`config.mk`:
```
export PLATFORM = sky130hd
export DESIGN_NAME = operand_bypass_net
export DESIGN_NICKNAME = d
export VERILOG_FILES = /design/src/rtl/cpu_types_pkg.sv /design/src/rtl/bypass_port_sel.sv /design/src/rtl/operand_bypass_net.sv
export SDC_FILE = /design/constraint.sdc
export NUM_CORES = 1
export LEC_CHECK = 0
export CORE_MARGIN = 10
export CORE_UTILIZATION = 30
export DETAILED_ROUTE_END_ITERATION = 8
export PLACE_DENSITY = 0.65
export SYNTH_ARGS = -nofsm -noshare
export SYNTH_HDL_FRONTEND = slang
export SYNTH_HIERARCHICAL = 1
export SYNTH_SLANG_ARGS = --single-unit
```
`constraint.sdc`:
```
create_clock -name CLK -period 5.35 [get_ports CLK]
set_input_delay 1.3375 -clock CLK [delete_from_list [all_inputs] [get_ports CLK]]
set_output_delay 1.3375 -clock CLK [all_outputs]
set_load 0.02 [all_outputs]
```
`src/rtl/cpu_types_pkg.sv`:
```
// Shared CPU datapath types and constants for the operand bypass network.
package cpu_types_pkg;

    localparam int CPU_DATA_W       = 32;
    localparam int CPU_REG_AW       = 5;
    localparam int BYPASS_DEPTH_MAX = 8;

    // In-flight write record at the default datapath widths.
    typedef struct packed {
        logic                  valid;
        logic [CPU_REG_AW-1:0] rd;
        logic [CPU_DATA_W-1:0] data;
        logic                  ready;
    } bypass_slot_t;

    // Width of a select that encodes "register file" plus one code per slot.
    function automatic int sel_width(input int depth);
        return $clog2(depth + 1);
    endfunction

endpackage

```
`src/rtl/bypass_port_sel.sv`:
```
// Per-port operand select: youngest matching in-flight slot, else register file.
module bypass_port_sel #(
    parameter int DATA_W = 32,
    parameter int REG_AW = 5,
    parameter int DEPTH  = 3,
    parameter int SEL_W  = 2
) (
    input  logic [DEPTH-1:0]             valid_i,
    input  logic [DEPTH-1:0][REG_AW-1:0] rd_i,
    input  logic [DEPTH-1:0][DATA_W-1:0] data_i,
    input  logic [DEPTH-1:0]             ready_i,
    input  logic [REG_AW-1:0]            rs_i,
    input  logic [DATA_W-1:0]            rf_data_i,
    output logic [DATA_W-1:0]            op_data_o,
    output logic [SEL_W-1:0]             fwd_sel_o,
    output logic                         stall_o
);

    // Scan oldest to youngest so the youngest match overrides; readiness comes
    // from the winner only, so an older ready copy never hides a pending load.
    always_comb begin
        op_data_o = rf_data_i;
        fwd_sel_o = '0;
        stall_o   = 1'b0;
        for (int i = DEPTH - 1; i >= 0; i--) begin
            if (valid_i[i] && (rd_i[i] == rs_i) && (rs_i != '0)) begin
                op_data_o = data_i[i];
                fwd_sel_o = SEL_W'(i + 1);
                stall_o   = !ready_i[i];
            end
        end
    end

endmodule

```
`src/rtl/operand_bypass_net.sv`:
```
// Operand forwarding network: in-flight write pipeline, late load fill and
// per-port youngest-producer lookup with load-use stall.
module operand_bypass_net
    import cpu_types_pkg::*;
#(
    parameter  int DATA_W     = CPU_DATA_W,
    parameter  int REG_AW     = CPU_REG_AW,
    parameter  int DEPTH      = 3,
    parameter  int NPORTS     = 2,
    parameter  int LOAD_STAGE = 1,
    localparam int SEL_W      = sel_width(DEPTH)
) (
    input  logic                     CLK,
    input  logic                     RST,
    input  logic                     advance,
    input  logic                     flush,
    input  logic                     new_wen,
    input  logic [REG_AW-1:0]        new_rd,
    input  logic [DATA_W-1:0]        new_data,
    input  logic                     new_ready,
    input  logic                     fill_en,
    input  logic [DATA_W-1:0]        fill_data,
    input  logic [NPORTS*REG_AW-1:0] rs,
    input  logic [NPORTS*DATA_W-1:0] rf_data,
    output logic [NPORTS*DATA_W-1:0] op_data,
    output logic [NPORTS*SEL_W-1:0]  fwd_sel,
    output logic                     stall
);

    logic [DEPTH-1:0]             valid_q, valid_d;
    logic [DEPTH-1:0]             ready_q, ready_d;
    logic [DEPTH-1:0][REG_AW-1:0] rd_q, rd_d;
    logic [DEPTH-1:0][DATA_W-1:0] data_q, data_d;
    logic                         fill_hit;
    logic [NPORTS-1:0]            port_stall;

    assign fill_hit = fill_en && valid_q[LOAD_STAGE] && !ready_q[LOAD_STAGE];

    // Fill is applied before the shift so a same-cycle fill travels with its entry.
    always_comb begin
        valid_d = valid_q;
        ready_d = ready_q;
        rd_d    = rd_q;
        data_d  = data_q;
        if (flush) begin
            valid_d = '0;
        end else begin
            if (fill_hit) begin
                data_d[LOAD_STAGE]  = fill_data;
                ready_d[LOAD_STAGE] = 1'b1;
            end
            if (advance) begin
                for (int i = DEPTH - 1; i >= 1; i--) begin
                    valid_d[i] = valid_d[i-1];
                    ready_d[i] = ready_d[i-1];
                    rd_d[i]    = rd_d[i-1];
                    data_d[i]  = data_d[i-1];
                end
                valid_d[0] = new_wen && (new_rd != '0);
                ready_d[0] = new_ready;
                rd_d[0]    = new_rd;
                data_d[0]  = new_data;
            end
        end
    end

    always_ff @(posedge CLK or posedge RST) begin
        if (RST) begin
            valid_q <= '0;
            ready_q <= '0;
            rd_q    <= '0;
            data_q  <= '0;
        end else begin
            valid_q <= valid_d;
            ready_q <= ready_d;
            rd_q    <= rd_d;
            data_q  <= data_d;
        end
    end

    for (genvar p = 0; p < NPORTS; p++) begin : g_port
        bypass_port_sel #(
            .DATA_W (DATA_W),
            .REG_AW (REG_AW),
            .DEPTH  (DEPTH),
            .SEL_W  (SEL_W)
        ) u_sel (
            .valid_i   (valid_q),
            .rd_i      (rd_q),
            .data_i    (data_q),
            .ready_i   (ready_q),
            .rs_i      (rs[p*REG_AW +: REG_AW]),
            .rf_data_i (rf_data[p*DATA_W +: DATA_W]),
            .op_data_o (op_data[p*DATA_W +: DATA_W]),
            .fwd_sel_o (fwd_sel[p*SEL_W +: SEL_W]),
            .stall_o   (port_stall[p])
        );
    end

    assign stall = |port_stall;

endmodule
```
==> impl_summary.log <==
[metrics] iteration count of the initial detailed-routing pass: 7
[metrics] sequential fraction of design power: 39.4%
[metrics] Mapped Cells: 991
[metrics] slew at the pin with the worst max-slew slack: 1.07 ns
[metrics] nature of the critical path startpoint: input port
[metrics] synthesized area per cell: 8.51 um^2
[metrics] switching power share of the total: 30.5%
[metrics] post-synthesis net count: 1141
[metrics] cell breakdown of the critical path: clkdlybuf4s50_1 -> xor2_1 -> nor4_2 -> nand4_4 -> buf_12 -> o21a_1 -> a22o_1 -> clkdlybuf4s50_1
[metrics] Yosys top cell by area: dfrtp_1
[metrics] ys flop type: dfrtp_1
[metrics] maximum clock frequency: 189 MHz
[metrics] outcome: completed
[metrics] crit path max-delay cell type: clkdlybuf4s50_1
[metrics] switching power: 0.000910 W
[metrics] die outline height: 188 um
[metrics] Clk network pwr share: 37.6%
[metrics] Total Neg Setup Slack: 0 ns
[metrics] Layout area overhead: 38.1%
[metrics] Total Die Area: 35200 um^2
[metrics] max-capacitance violation count: 0
[metrics] number of levels the H-tree was split into: 4
[metrics] count of buffers inserted at the top-level ports: 218
[metrics] via count: 8354
[metrics] number of clock sinks seen by CTS: 117
[metrics] Initial Utilization: 30.3%
[metrics] worst IR drop on VDD: 0.150 mV
[metrics] floorplan row count: 61
[metrics] DRC violation count after routing: 0
[metrics] biggest cell delay along the critical path: 0.55 ns
[metrics] tightest slew margin relative to the limit: 28.4%
[metrics] share of layout cells above drive strength 1: 13.0%
[metrics] Syn. warnings: 6
[metrics] type of the worst min-delay path: reg2reg
[metrics] Worst setup EP type: output port
[metrics] Core ar.: 27800 um^2
[metrics] area share of the leading cell type in the synthesized netlist: 34.7%
[metrics] post-route clock period utilization: 98.7%
[metrics] Cell variety after synth: 39
[metrics] areal power density over the cells: 256 nW/um^2
[metrics] count of state elements after synthesis: 117
[metrics] share of flip-flops with an asynchronous set or reset: 100%
[metrics] Clk Latency, worst-skew pair: 0.41 ns
[metrics] initial detailed-routing violation count: 641
[metrics] post-synthesis cell area: 8430 um^2
[metrics] DIE WIDTH: 188 um
[metrics] worst hold slack after final layout: 0.509 ns
[metrics] internal power component: 0.00207 W
[metrics] number of antenna violations at the first check in global routing: 1
[metrics] total congestion overflow: 0
[metrics] I/O pins: 219
[metrics] Post-CTS Hold Fix Bufs: 0
[metrics] clock root buffer: clkbuf_16
[metrics] clock tree from TritonCTS: built
[metrics] cell count after placement: 1535
[metrics] total track usage: 18.4%
[metrics] count of flip-flops with a built-in enable after synthesis: 0
[metrics] number of nets with antenna violations after routing: 0
[metrics] fraction of the yosys area taken by sequential cells: 34.7%
[metrics] Vias per Instance: 5.33
[metrics] maximum number of pins on one net before global-route repair: 118
[metrics] clock skew after layout: 0.00818 ns
[metrics] CTS buffer count: 17
[metrics] final net count: 1326
[metrics] part of the total power dissipated in combinational logic: 22.9%
[metrics] routability cong.: 0.853
[metrics] most used standard cells in the synthesized netlist: nand2_1 (283), dfrtp_1 (117), inv_1 (65)
[metrics] top fanout value on the critical path: 36
[metrics] postcts setup bufs: 0
[metrics] WP data arrival: 3.94 ns
[metrics] wirelength, routed: 33200 um
[metrics] data required time at the worst endpoint: 4.01 ns
[metrics] clock slew seen by the registers of the worst setup and hold paths: 0.06 ns
[metrics] cell class contributing the biggest share of worst-path delay: buffers and inverters
[metrics] Bufs and invs on worst path: 3
[metrics] ranking of synthesized cells by area: dfrtp_1 (35%), nand2_1 (13%), o221ai_2 (10%)
[metrics] wire length of the first global-routing pass: 51800 um
[metrics] most prevalent standard cell on the critical path: clkdlybuf4s50_1
[metrics] pins over their slew limit: 0
[metrics] total of cells resized after clock tree synthesis: 0
[metrics] clock buffer depth: 2
[metrics] dominant cell by count in the synthesized netlist: nand2_1
[metrics] count of final setup violators: 0
[metrics] Final Instance Count excl. Fillers: 1568
[metrics] Final Hold Viols: 0
[metrics] number of global-route vias before repair: 8693
[metrics] average wire per standard cell: 21.2 um
[metrics] RSZ-0062 raised after global routing: yes
[metrics] placed wire-length estimate: 22300 um
[metrics] post-route minimum period: 5.28 ns
[metrics] critical path type: in2out
[metrics] Leak: 5.34 nW
-- power by group through the flow --
stage | sequential (W) | clock, W | combinational, W
global placement | 0.00119 | 0 | 0.000671
global route | 0.00120 | 0.00118 | 0.000751
floorplan | 0.00114 | 0 | 0.000417
CTS | 0.00118 | 0.00115 | 0.000689
detailed placement | 0.00119 | 0 | 0.000686
finish | 0.00118 | 0.00112 | 0.000684
-- area by class of cell --
type	count	area, um^2
Antenna cell	1	2.50
Timing Repair Buffer	259	2650
Fill cell	2785	16100
Sequential cell	117	2930
Clock buffer	24	502
Tap cell	378	473
Clock inverter	8	72.6
Multi-Input combinational cell	716	4770
Inverter	65	246
-- per-stage QoR --
| stage | worst slack (ns) | utilization [%] | instance area (um^2) | power, W |
|---|---|---|---|---|
| after floorplan | 0.912 | - | 8430 | 0.00155 |
| after global placement | 0.0375 | 39.7 | 11000 | 0.00186 |
| after detailed placement | 0.00357 | 39.7 | 11000 | 0.00188 |
| after CTS | 0.00166 | 41.8 | 11600 | 0.00301 |
| after global routing | -0.000946 | 41.9 | 11600 | 0.00313 |
| final | 0.0698 | 41.9 | 11600 | 0.00298 |
-- routing by layer --
layer	vias to the layer above	track usage [%]	wire, um
li1	3856	-	-
met1	4129	23.0	14400
met2	324	30.5	16000
met3	45	3.84	2050
met4	0	6.62	773
met5	-	0	0
-- final timing paths --
check	endpoint	cells past startpoint	from	slack (ns)
setup reg to reg	data_q[92]	4	valid_q[1]	3.07
max in group asynchronous	data_q[80]	3	RST	3.41
setup / recovery	op_data[10]	8	rs[0]	0.07
hold reg to reg	ready_q[2]	2	ready_q[2]	0.51
min in group asynchronous	rd_q[2]	3	RST	1.45
hold / removal	ready_q[2]	2	ready_q[2]	0.51
-- tightest hold or removal path, cell delays in order (launching register included) --
cell and delay (ns):
dfrtp_1 0.36, nand2_1 0.05, o21ai_1 0.06
-- flip-flops by register name, summed over array words and instances (netlist names) --
| name | cells |
|---|---|
| ready_q | 3 |
| rd_q | 15 |
| data_q | 96 |
| valid_q | 3 |
-- kinds of logic (layout without fill, tap and decap cells) --
| logic type | Yosys count | after routing | share of synthesized area [%] |
|---|---|---|---|
| other | 0 | 1 | 0 |
| buffers and inverters | 158 | 356 | 9.59 |
| and+or+nand+nor | 415 | 415 | 22.0 |
| DFF | 117 | 117 | 34.7 |
| xor gates and xnor gates | 30 | 30 | 3.12 |
| muxes | 2 | 2 | 0.238 |
| AOI/OAI and AO/OA | 269 | 269 | 30.4 |
-- cells in the final DEF, fill, tap and decap left out, types with 4 or more instances in the layout --
master,instances
buf_4,27
nor2b_1,32
nor4_2,4
xnor2_1,18
a31oi_1,32
a221o_1,32
clkbuf_16,17
clkbuf_8,5
inv_1,64
nor2_1,36
clkdlybuf4s50_1,213
o21ai_1,5
clkinv_2,4
nand2_1,281
o221ai_2,56
dfrtp_1,117
xor2_1,12
a22o_1,62
o221ai_1,6
buf_12,12
o21a_1,64
and3_1,31
a21oi_1,5
Power figures use the tool's default switching activity.
